$ cat src/rtl/io_bus_arbiter.sv
// io_bus_arbiter: two-master, one-slave round-robin arbiter for the 32-bit
// peripheral I/O bus. A grant is held until the slave acks or the granted
// master drops sel. Arbitration takes one IDLE cycle per transfer.
//
// Optional build macro IO_ARB_TIMEOUT_EN: adds a per-grant watchdog that
// terminates a transfer with ack+err after TIMEOUT cycles without slave ack.
//
// state | meaning
// IDLE  | no grant; arbitrate pending requests
// GNT0  | master 0 owns the slave port
// GNT1  | master 1 owns the slave port
module io_bus_arbiter #(
  parameter int ADDR_W  = 32,
  parameter int DATA_W  = 32,
  parameter int TIMEOUT = 15
) (
  input  logic              clk,
  input  logic              reset,
  input  logic              io_m0_sel,
  input  logic              io_m0_we,
  input  logic [ADDR_W-1:0] io_m0_addr,
  input  logic [DATA_W-1:0] io_m0_dat2,
  output logic [DATA_W-1:0] io_m0_dat4,
  output logic              io_m0_ack,
  output logic              io_m0_err,
  input  logic              io_m1_sel,
  input  logic              io_m1_we,
  input  logic [ADDR_W-1:0] io_m1_addr,
  input  logic [DATA_W-1:0] io_m1_dat2,
  output logic [DATA_W-1:0] io_m1_dat4,
  output logic              io_m1_ack,
  output logic              io_m1_err,
  output logic              io_bus_sel,
  output logic              io_bus_we,
  output logic [ADDR_W-1:0] io_bus_addr,
  output logic [DATA_W-1:0] io_bus_dat2,
  input  logic [DATA_W-1:0] io_bus_dat4,
  input  logic              io_bus_ack,
  output logic [1:0]        io_grant
);

  typedef enum logic [1:0] {
    IDLE = 2'd0,
    GNT0 = 2'd1,
    GNT1 = 2'd2
  } state_t;

  state_t state_q, state_d;
  logic   last_grant_q, last_grant_d;
  logic   timeout_hit;

  if (TIMEOUT < 1) begin : g_bad_timeout
    $error("io_bus_arbiter: TIMEOUT must be at least 1");
  end

`ifdef IO_ARB_TIMEOUT_EN
  localparam int CNT_W = $clog2(TIMEOUT + 1);

  logic [CNT_W-1:0] cnt_q, cnt_d;
  logic             granted_sel;

  // Watchdog only fires while the granted master still requests; a dropped
  // sel on the terminal cycle is an ordinary abort, and a slave ack wins.
  always_comb begin
    granted_sel = ((state_q == GNT0) && io_m0_sel) || ((state_q == GNT1) && io_m1_sel);
    timeout_hit = granted_sel && !io_bus_ack && (cnt_q == CNT_W'(TIMEOUT));
    cnt_d       = '0;
    if ((state_q != IDLE) && (state_d == state_q)) begin
      cnt_d = cnt_q + 1'b1;
    end
  end

  // Grant-cycle counter; cleared whenever a grant is entered or left.
  always_ff @(posedge clk) begin
    if (reset) begin
      cnt_q <= '0;
    end else begin
      cnt_q <= cnt_d;
    end
  end
`else
  assign timeout_hit = 1'b0;
`endif

  // Arbitration state and round-robin pointer.
  always_ff @(posedge clk) begin
    if (reset) begin
      state_q      <= IDLE;
      last_grant_q <= 1'b1;
    end else begin
      state_q      <= state_d;
      last_grant_q <= last_grant_d;
    end
  end

  // Next-state logic and combinational bus/master muxing; all outputs are
  // held at zero while reset is asserted, even mid-transfer.
  always_comb begin
    state_d      = state_q;
    last_grant_d = last_grant_q;
    io_bus_sel   = 1'b0;
    io_bus_we    = 1'b0;
    io_bus_addr  = '0;
    io_bus_dat2  = '0;
    io_m0_dat4   = '0;
    io_m0_ack    = 1'b0;
    io_m0_err    = 1'b0;
    io_m1_dat4   = '0;
    io_m1_ack    = 1'b0;
    io_m1_err    = 1'b0;
    io_grant     = 2'b00;
    case (state_q)
      IDLE: begin
        if (io_m0_sel && io_m1_sel) begin
          state_d      = last_grant_q ? GNT0 : GNT1;
          last_grant_d = ~last_grant_q;
        end else if (io_m0_sel) begin
          state_d      = GNT0;
          last_grant_d = 1'b0;
        end else if (io_m1_sel) begin
          state_d      = GNT1;
          last_grant_d = 1'b1;
        end
      end
      GNT0: begin
        io_bus_sel  = io_m0_sel && !timeout_hit;
        io_bus_we   = io_m0_we;
        io_bus_addr = io_m0_addr;
        io_bus_dat2 = io_m0_dat2;
        io_m0_dat4  = io_bus_dat4;
        io_m0_ack   = io_bus_ack || timeout_hit;
        io_m0_err   = timeout_hit;
        io_grant    = 2'b01;
        if (io_bus_ack || !io_m0_sel || timeout_hit) begin
          state_d = IDLE;
        end
      end
      GNT1: begin
        io_bus_sel  = io_m1_sel && !timeout_hit;
        io_bus_we   = io_m1_we;
        io_bus_addr = io_m1_addr;
        io_bus_dat2 = io_m1_dat2;
        io_m1_dat4  = io_bus_dat4;
        io_m1_ack   = io_bus_ack || timeout_hit;
        io_m1_err   = timeout_hit;
        io_grant    = 2'b10;
        if (io_bus_ack || !io_m1_sel || timeout_hit) begin
          state_d = IDLE;
        end
      end
      default: state_d = IDLE;
    endcase
    if (reset) begin
      state_d      = IDLE;
      last_grant_d = 1'b1;
      io_bus_sel   = 1'b0;
      io_bus_we    = 1'b0;
      io_bus_addr  = '0;
      io_bus_dat2  = '0;
      io_m0_dat4   = '0;
      io_m0_ack    = 1'b0;
      io_m0_err    = 1'b0;
      io_m1_dat4   = '0;
      io_m1_ack    = 1'b0;
      io_m1_err    = 1'b0;
      io_grant     = 2'b00;
    end
  end

endmodule

$ cat config.mk
export PLATFORM = sky130hd
export DESIGN_NAME = io_bus_arbiter
export DESIGN_NICKNAME = d
export VERILOG_FILES = /design/src/rtl/io_bus_arbiter.sv
export SDC_FILE = /design/constraint.sdc
export NUM_CORES = 1
export LEC_CHECK = 0
export CORE_AREA = 5 5 113 115
export CTS_CLUSTER_SIZE = 12
export DETAILED_ROUTE_END_ITERATION = 10
export DIE_AREA = 0 0 118 120
export PLACE_DENSITY = 0.59
export RECOVER_POWER = 25
export SYNTH_ARGS = -nofsm -noshare
export SYNTH_HDL_FRONTEND = slang
export SYNTH_SLANG_ARGS = --single-unit
$ cat constraint.sdc
create_clock -name clk -period 1.5 [get_ports clk]
set_input_delay 0.45 -clock clk [delete_from_list [all_inputs] [get_ports clk]]
set_output_delay 0.45 -clock clk [all_outputs]
set_load 0.1 [all_outputs]
==> impl_metrics.py <==
metrics = {
    "status": {
        "run_status": "complete, but fails checks",
        "failed_checks": "setup timing",
    },
    "floorplanning": {
        "die_width_um": 118,
        "floorplan.rows": 40,
        "pin_count": 303,
        "start_util": 0.130,
        "core-area_um2": 11700,
        "die_area_um2": 14200,
        "fp.dieH_um": 120,
    },
    "hold_path": {
        "path_class_of_the_lowest_slack_min_delay_path": "register to register",
    },
    "layout": {
        "final-instance-count-excl-fill": 725,
        "layout.nets": 749,
        "insertedDiodeCount": 0,
        "layout.filler_cells": 875,
        "drive_above_1_share": 0.678,
        "area_delta_synth_final_pct": 407,
    },
    "timing": {
        "worst_clock_skew_ns": 0.00188,
        "timing_max_transition_violations_final": 0,
        "timing_hold_violations_final": 0,
        "finalSetupViolCount": 136,
        "unrepaired_setup_endpoints_after_global_routing": "true",
        "final.period_utilization": 1.43,
        "timing.final.crit_period_ns": 2.14,
        "fin_ws_ns": -0.645,
        "maxClockFrequency_ghz": 0.466,
    },
    "synth": {
        "synth_top_area_cell": "sky130_fd_sc_hd__a22oi_1",
        "share_of_synthesized_registers_carrying_an_async_set_or_reset": 0,
        "yosysTopAreaCellShare": 0.326,
        "yosys.cell_count.top_type": "sky130_fd_sc_hd__nor2_1",
        "synth_cells": 251,
        "ys_seq_area_frac": 0.0396,
        "ys_ff_latch": 3,
        "post_synth.cell_area_avg_um2": 6.05,
        "synth.yosys.warnings": 0,
        "synth_flop_cell": "sky130_fd_sc_hd__dfxtp_1",
        "synth_cell_type_count": 21,
        "synthTopCellsByArea": "sky130_fd_sc_hd__a22oi_1 (33%), sky130_fd_sc_hd__and2_1 (27%), sky130_fd_sc_hd__nor2_1 (17%)",
        "synth-edff-count": 0,
        "synth.cell_area_um2": 1520,
        "post_synth_most_frequent_cells": "sky130_fd_sc_hd__nor2_1 (68), sky130_fd_sc_hd__a22oi_1 (66), sky130_fd_sc_hd__and2_1 (66)",
    },
    "worst_setup_path": {
        "element_type_at_the_critical_path_end": "output pin",
        "criticalPathCategory": "register to output pin",
        "cp-start-kind": "register",
        "timing.critical_path.fanout_max": 11,
        "cp.required_ns": 1.05,
        "arrival_ns": 1.69,
    },
    "routing": {
        "routed_wire_length_per_instance_um": 19.4,
        "postRouteWirelength_um": 14100,
        "via_count": 3235,
        "via_density": 4.46,
        "ant_nets": 0,
        "first_pass_iters": 4,
        "detail_route.iter0.violations": 82,
        "drc": 0,
    },
    "placement": {
        "place.gp.congestion": 0.825,
        "placed_cells_incl_taps": 705,
        "port_buffers": 300,
        "post_dp_hpwl_um": 11000,
    },
    "clocking": {
        "clockRootBuffer": "sky130_fd_sc_hd__clkbuf_16",
        "maximum_count_of_clock_buffers_along_a_single_path": 2,
        "tritoncts": "done",
        "tritoncts.num_buffers": 3,
        "post_cts_hold_buffer_count": 0,
        "h-tree-depth": 1,
        "clk-insertion-delay-late_ns": 0.22,
        "numClockSinks": 3,
        "clk_pin_slew_ns": 0.03,
    },
    "grt": {
        "wire_length_of_the_first_global_routing_pass_um": 19700,
        "first_global_vias": 3540,
        "pin_count_of_the_biggest_net_entering_global_routing": 26,
        "globalRoute.totalOverflow": 0,
        "gr-usage-all-layers": 0.172,
        "number_of_antenna_violations_at_the_first_check_in_global_routing": 0,
    },
    "pwr": {
        "report.power.total_w": 0.00350,
        "power.density_cell_area_nw_per_um2": 455,
        "peakVddDrop_mv": 0.284,
        "power_leakage_nw": 2.71,
    },
    "run": {
        "timing.max_cap.violations": 0,
    },
}
[worst max-delay path, cell delays in order (launching register included)]
cell	delay, ns
sky130_fd_sc_hd__dfxtp_2	0.32
sky130_fd_sc_hd__buf_4	0.14
sky130_fd_sc_hd__ha_4	0.18
sky130_fd_sc_hd__buf_12	0.16
sky130_fd_sc_hd__clkbuf_16	0.17
sky130_fd_sc_hd__a22oi_2	0.25
sky130_fd_sc_hd__nor2_4	0.07
sky130_fd_sc_hd__buf_12	0.17
[routing by layer]
layer,part of all wire,global-route usage
met3,0.068,0.0504
met4,0.023,0.0409
met5,0,0
met2,0.57,0.337
met1,0.34,0.179
[final cells by class]
| type | instances | area, um2 | share of cell area |
|---|---|---|---|
| Sequential cell | 3 | 65.1 | 0.00846 |
| Multi-Input combinational cell | 219 | 2330 | 0.302 |
| Inverter | 2 | 10.0 | 0.00130 |
| Tap cell | 147 | 184 | 0.0239 |
| Clock buffer | 4 | 78.8 | 0.0102 |
| Timing Repair Buffer | 350 | 5030 | 0.654 |
[final timing paths]
path	slack, ns	startpoint	cells past startpoint	endpoint
worst max-delay path	-0.64	state_q[1]	7	io_bus_addr[1]
worst max register to register	-0.10	state_q[1]	7	state_q[0]
worst min-delay path	0.58	last_grant_q	2	last_grant_q
worst min register to register	0.58	last_grant_q	2	last_grant_q
[cells in the final DEF, fill, tap and decap left out, types with 2 or more instances in the layout]
cell / instances
sky130_fd_sc_hd__nor2_1: 2
sky130_fd_sc_hd__nor2_4: 66
sky130_fd_sc_hd__o32ai_1: 2
sky130_fd_sc_hd__clkdlybuf4s50_1: 165
sky130_fd_sc_hd__nand2b_4: 2
sky130_fd_sc_hd__clkbuf_2: 2
sky130_fd_sc_hd__buf_4: 23
sky130_fd_sc_hd__buf_8: 3
sky130_fd_sc_hd__a22oi_2: 59
sky130_fd_sc_hd__clkbuf_16: 8
sky130_fd_sc_hd__buf_12: 148
sky130_fd_sc_hd__conb_1: 2
sky130_fd_sc_hd__and2_4: 66
sky130_fd_sc_hd__a22oi_1: 7
sky130_fd_sc_hd__buf_6: 3
sky130_fd_sc_hd__ha_4: 3
[per-stage QoR]
step                cell area (um2)  TNS (ns)  hold slack (ns)   util  setup slack [ns]
global route                   7690    -77.96            0.618  0.657            -0.667
finish                         7690    -71.94            0.583  0.657            -0.645
floorplan                      2320    -44.47            0.479      -            -0.476
global placement               6980    -87.44            0.499  0.596            -0.703
detailed placement             6980    -89.37            0.527  0.596            -0.719
CTS                            7360    -72.76            0.581  0.629            -0.600
[report_power, final]
group / internal [W] / switching [W] / total (W) / leakage [nW]
clock: 0.000351 / 0.0000759 / 0.000427 / 0.0382
combinational: 0.00135 / 0.00162 / 0.00297 / 2.65
sequential: 0.0000898 / 0.00000916 / 0.0000989 / 0.0258
total: 0.00179 / 0.00171 / 0.00350 / 2.71
[registers in the layout, summed over array words and instances, names as in the netlist]
name,count
last_grant_q,1
state_q,2
[repair_timing]
action	CTS	global route
setup endpoints to repair	136	136
pin swaps	3	9
setup buffers	3	7
gates cloned	2	6
resized for setup	50	43
[logic make-up (layout without fill, tap and decap cells)]
logic type | Yosys count | after routing | synth area share
buf+inv | 31 | 356 | 0.106
flops | 3 | 3 | 0.0396
other cells | 1 | 2 | 0.00247
fa+ha+maj | 3 | 3 | 0.0247
simple gates | 141 | 142 | 0.471
compound gates | 72 | 72 | 0.357
(Power assumes the default switching activity.)
